<file path="src/rtl/wb_ibus_dbus_arbiter.sv">
// Two-master (ibus m0, dbus m1) to one-slave Wishbone arbiter with registered round-robin grant.
// Grant is held for a whole CYC; a per-transfer watchdog aborts stalled slave accesses with ERR.
module wb_ibus_dbus_arbiter #(
  parameter int AW      = 32,
  parameter int TIMEOUT = 1024
) (
  input  logic          clk,
  input  logic          rstn,
  input  logic [AW-1:0] i_m0_adr,
  input  logic [31:0]   i_m0_dat,
  input  logic [3:0]    i_m0_sel,
  input  logic          i_m0_we,
  input  logic          i_m0_cyc,
  input  logic          i_m0_stb,
  input  logic [2:0]    i_m0_cti,
  input  logic [1:0]    i_m0_bte,
  output logic [31:0]   o_m0_rdt,
  output logic          o_m0_ack,
  output logic          o_m0_err,
  input  logic [AW-1:0] i_m1_adr,
  input  logic [31:0]   i_m1_dat,
  input  logic [3:0]    i_m1_sel,
  input  logic          i_m1_we,
  input  logic          i_m1_cyc,
  input  logic          i_m1_stb,
  input  logic [2:0]    i_m1_cti,
  input  logic [1:0]    i_m1_bte,
  output logic [31:0]   o_m1_rdt,
  output logic          o_m1_ack,
  output logic          o_m1_err,
  output logic [AW-1:0] o_s_adr,
  output logic [31:0]   o_s_dat,
  output logic [3:0]    o_s_sel,
  output logic          o_s_we,
  output logic          o_s_cyc,
  output logic          o_s_stb,
  output logic [2:0]    o_s_cti,
  output logic [1:0]    o_s_bte,
  input  logic [31:0]   i_s_rdt,
  input  logic          i_s_ack,
  input  logic          i_s_err,
  output logic          o_timeout,
  output logic [1:0]    o_grant
);

  typedef enum logic [1:0] {IDLE, G0, G1, ABORT} state_t;

  localparam bit          WD_EN    = (TIMEOUT > 0);
  localparam logic [15:0] CNT_LAST = WD_EN ? 16'(TIMEOUT - 1) : 16'd0;

  state_t      state, state_nx;
  logic        last, last_nx;
  logic [15:0] cnt, cnt_nx;
  logic        granted, stall, fire;

  always_ff @(posedge clk or negedge rstn) begin
    if (!rstn) begin
      state <= IDLE;
      last  <= 1'b1;
      cnt   <= 16'd0;
    end else begin
      state <= state_nx;
      last  <= last_nx;
      cnt   <= cnt_nx;
    end
  end

  always_comb begin
    o_s_adr   = '0;
    o_s_dat   = '0;
    o_s_sel   = '0;
    o_s_we    = 1'b0;
    o_s_cyc   = 1'b0;
    o_s_stb   = 1'b0;
    o_s_cti   = '0;
    o_s_bte   = '0;
    o_m0_rdt  = '0;
    o_m1_rdt  = '0;
    o_m0_ack  = 1'b0;
    o_m1_ack  = 1'b0;
    o_m0_err  = 1'b0;
    o_m1_err  = 1'b0;
    o_timeout = 1'b0;
    o_grant   = {state == G1, state == G0};
    granted   = (state == G0) || (state == G1);
    state_nx  = state;

    // Request mux selected purely by registered state: no path from slave inputs.
    if (state == G0) begin
      o_s_adr = i_m0_adr;
      o_s_dat = i_m0_dat;
      o_s_sel = i_m0_sel;
      o_s_we  = i_m0_we;
      o_s_cyc = i_m0_cyc;
      o_s_stb = i_m0_stb;
      o_s_cti = i_m0_cti;
      o_s_bte = i_m0_bte;
    end else if (state == G1) begin
      o_s_adr = i_m1_adr;
      o_s_dat = i_m1_dat;
      o_s_sel = i_m1_sel;
      o_s_we  = i_m1_we;
      o_s_cyc = i_m1_cyc;
      o_s_stb = i_m1_stb;
      o_s_cti = i_m1_cti;
      o_s_bte = i_m1_bte;
    end

    if (granted) begin
      o_m0_rdt = i_s_rdt;
      o_m1_rdt = i_s_rdt;
    end
    o_m0_ack = (state == G0) && i_s_ack;
    o_m1_ack = (state == G1) && i_s_ack;
    o_m0_err = ((state == G0) && i_s_err) || ((state == ABORT) && !last);
    o_m1_err = ((state == G1) && i_s_err) || ((state == ABORT) && last);
    o_timeout = (state == ABORT);

    stall = granted && o_s_cyc && o_s_stb && !i_s_ack && !i_s_err;
    fire  = WD_EN && stall && (cnt == CNT_LAST);

    case (state)
      IDLE: begin
        if (i_m0_cyc && i_m1_cyc) state_nx = last ? G0 : G1;
        else if (i_m0_cyc)        state_nx = G0;
        else if (i_m1_cyc)        state_nx = G1;
      end
      G0: begin
        if (fire)           state_nx = ABORT;
        else if (!i_m0_cyc) state_nx = i_m1_cyc ? G1 : IDLE;
      end
      G1: begin
        if (fire)           state_nx = ABORT;
        else if (!i_m1_cyc) state_nx = i_m0_cyc ? G0 : IDLE;
      end
      default: state_nx = IDLE;
    endcase

    // While in a grant state, `last` already names the granted master, so ABORT reuses it.
    last_nx = (state_nx == G1) ? 1'b1 : (state_nx == G0) ? 1'b0 : last;
    cnt_nx  = (stall && (state_nx == state)) ? cnt + 16'd1 : 16'd0;
  end

endmodule

</file>
<file path="config.mk">
export PLATFORM = sky130hd
export DESIGN_NAME = wb_ibus_dbus_arbiter
export DESIGN_NICKNAME = d
export VERILOG_FILES = /design/src/rtl/wb_ibus_dbus_arbiter.sv
export SDC_FILE = /design/constraint.sdc
export NUM_CORES = 1
export LEC_CHECK = 0
export ABC_CLOCK_PERIOD_IN_PS = 3600
export CORE_AREA = 4 4 127 129
export DETAILED_ROUTE_END_ITERATION = 10
export DIE_AREA = 0 0 131 133
export SLEW_MARGIN = 40
export SYNTH_ARGS = -nofsm -noshare
export SYNTH_HDL_FRONTEND = slang
export SYNTH_SLANG_ARGS = --single-unit
</file>
<file path="constraint.sdc">
create_clock -name clk -period 3.6 [get_ports clk]
set_input_delay 1.08 -clock clk [delete_from_list [all_inputs] [get_ports clk]]
set_output_delay 1.08 -clock clk [all_outputs]
set_load 0.03 [all_outputs]
</file>
==> flow_summary_export.csv <==
group,metric,value,unit
critical_path,worstPathArrival,2410,ps
power_and_ir_drop,switchingPower,3.27,mW
worst_hold_path,min-delay-path-class,"reg2reg",
critical_path,cp_cell_sequence,"clkdlybuf4s50_1, a22o_1, clkdlybuf4s50_1",
layout,fillers,1430,
global_route,grt_antenna_before_repair,0,
yosys,synth_cell_types,41,
power_and_ir_drop,p_leak,2.47,nW
power_and_ir_drop,power_frac_seq,0.043,
critical_path,crit_type,"in2out",
clocking,clock_latency,250,ps
clocking,cts_root_buf,"clkbuf_16",
layout,layout-drive-gt1-share,0.180,
global_route,grt_max_degree,64,
sta,setup_tns,0,ps
critical_path,max_stage_delay,670,ps
detailed_routing,num_vias,3413,
global_route,grt_overflow,0,
sta,final_hold_viol_count,0,
critical_path,crit_slowest_cell,"clkdlybuf4s50_1",
clocking,htree_levels,1,
place,portBuffers,334,
yosys,synth_cells,300,
sta,fmax,286,MHz
critical_path,start_kind,"input pin",
clocking,post_cts_buffers,0,
flow_run,drv_cap,0,
clocking,numCtsBuffers,3,
detailed_routing,drc,0,
yosys,avgSynthCellArea,8.18,um2
clocking,cts_tree,"built",
place,hpwl,14800,um
clocking,clk_pin_slew_worst_paths,50,ps
critical_path,critPathTopFamily,"buffers and inverters",
clocking,postCtsHoldBufs,0,
global_route,track_usage,0.173,
global_route,grt_pass1_wl,22700,um
place,gp_congestion,0.955,
power_and_ir_drop,ir_drop,0.757,mV
die,initial_core_util,0.163,
sta,period_share,0.970,
detailed_routing,wirelength,16500,um
yosys,ys_seq_area_frac,0.194,
detailed_routing,drt_iter0_markers,139,
layout,fin_nets,788,
sta,finClkSkew,2.82,ps
yosys,synthTopCellsByCount,"a22o_1 (74), and2_1 (34), buf_4 (32), clkbuf_1 (23), dfrtp_1 (18)",
sta,slew_violations,0,
yosys,syn-cell-area,2450,um2
yosys,yosysWarnings,0,
sta,worst_pin_slew,627,ps
yosys,netlist_top_cells_area,"a22o_1 (26%), dfrtp_1 (18%), buf_4 (9.8%)",
critical_path,cp.required,2520,ps
yosys,synth_flop_cell,"dfrtp_1",
detailed_routing,ant_nets,0,
yosys,yosysTopAreaCellShare,0.264,
layout,area_growth,153,%
yosys,async_flop_share,1.00,
clocking,post_cts_resized,0,
die,rows,45,
power_and_ir_drop,clockPowerShare,0.037,
power_and_ir_drop,p_comb_frac,0.920,
detailed_routing,wl_per_cell,21.1,um
yosys,yosysMostFrequentCell,"a22o_1",
critical_path,path_buf_inv,2,
power_and_ir_drop,swShare,0.533,
status,status,"finished clean",
die,dieArea,17400,um2
yosys,synth_edf_count,0,
clocking,clock_path_buffers,2,
yosys,synth_area_leader_cell,"a22o_1",
sta,maxSlewHeadroom,0.578,
place,dp_cells,777,
clocking,cts_sinks,19,
sta,setup_viol_count_final,0,
critical_path,crit_top_cell,"clkdlybuf4s50_1",
yosys,ys_seq_elements,19,
yosys,syn_nets,494,
critical_path,cp_max_fo,3,
detailed_routing,dr.pass1.iters,6,
sta,rsz0062_at_grt,"false",
die,io_pins,335,
layout,multi_input_area,1630,um2
detailed_routing,viasPerCell,4.36,
power_and_ir_drop,powerDensity,986,nW/um2
power_and_ir_drop,internal-power,2.87,mW
layout,final_cells,782,
sta,fin_crit,3490,ps
layout,regArea,477,um2
die,core,15000,um2
die,die_h,133,um
global_route,first_global_vias,3585,
critical_path,cp-end-kind,"output pin",
die,die_x,131,um
## worst reg2reg max path, delay by kind of cell (launching register included)
kind,cells,cell delay (ps)
adders and majority gates,2,560
DFF,1,520
AOI/OAI and AO/OA,3,630
buffers and inverters,2,350
and+or+nand+nor,2,660
muxes,1,330
## per-stage QoR
| step | area (um2) | setup slack (ps) | hold slack (ps) | util | total power [mW] |
|---|---|---|---|---|---|
| after floorplan | 2450 | 289 | 482 | - | 3.31 |
| after global placement | 6140 | 104 | 514 | 0.408 | 5.91 |
| after detailed placement | 6140 | 92.2 | 517 | 0.408 | 5.94 |
| after CTS | 6220 | 87.0 | 524 | 0.414 | 6.18 |
| after global routing | 6210 | 24.4 | 546 | 0.413 | 6.40 |
| final | 6220 | 109 | 522 | 0.414 | 6.13 |
## layout by cell type, fill, tap and decap left out, types with 2 or more instances in the layout
cell / n
clkbuf_16: 3
xnor2_1: 6
inv_1: 4
nand4_1: 5
or3b_2: 2
and2_1: 34
buf_4: 47
nand2_1: 15
buf_12: 43
xor2_1: 8
a22o_1: 74
a21o_1: 3
o21ai_0: 9
nand3_1: 9
nor3_1: 16
a21oi_1: 5
nor2b_1: 2
nor4_1: 2
and4_1: 2
ha_1: 5
nor2_1: 4
dfrtp_1: 18
clkdlybuf4s50_1: 256
## cell families (layout without fill, tap and decap cells)
kind of cell               after synthesis  in the layout  synth area share
adders and majority gates                6              6            0.0306
and+or+nand+nor                        100            100             0.238
xor gates and xnor gates                14             14            0.0500
AOI/OAI and AO/OA                       98             98             0.335
buffers and inverters                   62            355             0.147
DFF                                     19             19             0.194
other                                    0              1                 0
muxes                                    1              1           0.00459
## sequential cells by signal, indices dropped and copies added (netlist names)
name and cells:
cnt 16, state 2, last 1
## power groups by stage
stage | clock (mW) | combinational [mW] | sequential [mW]
after floorplan | 0 | 3.05 | 0.263
after CTS | 0.233 | 5.69 | 0.263
after global routing | 0.240 | 5.90 | 0.266
after global placement | 0 | 5.64 | 0.265
after detailed placement | 0 | 5.67 | 0.266
final | 0.227 | 5.64 | 0.263
## cell type report
| class | instances | share of cell area |
|---|---|---|
| timing repair buffer | 347 | 0.608 |
| multi-input combinational | 219 | 0.262 |
| sequential | 19 | 0.0767 |
| tap | 188 | 0.0378 |
| clock buffer | 3 | 0.0121 |
| inverter | 4 | 0.00241 |
| clock inverter | 1 | 0.000805 |
| antenna | 1 | 0.000402 |
## per-layer routing
| metal | track usage | share of wire | up-vias |
|---|---|---|---|
| met5 | 0 | 0 | - |
| met4 | 0.00686 | 0.0022 | 0 |
| met3 | 0.0767 | 0.11 | 6 |
| met2 | 0.262 | 0.45 | 175 |
| met1 | 0.239 | 0.45 | 1555 |
| li1 | - | - | 1677 |
## worst paths after layout
check	end	startpoint	cells after the start	slack [ps]
setup / recovery	o_m1_err	i_s_err	3	110
hold / removal	cnt[0]$_DFF_PN0_	cnt[0]$_DFF_PN0_	1	520
setup reg to reg	last$_DFFE_PN1P_	state[0]$_DFF_PN0_	10	480
hold reg to reg	cnt[0]$_DFF_PN0_	cnt[0]$_DFF_PN0_	1	520
max in group asynchronous	last$_DFFE_PN1P_	rstn	1	2510
min in group asynchronous	cnt[8]$_DFF_PN0_	rstn	1	760
(Power assumes the default switching activity.)
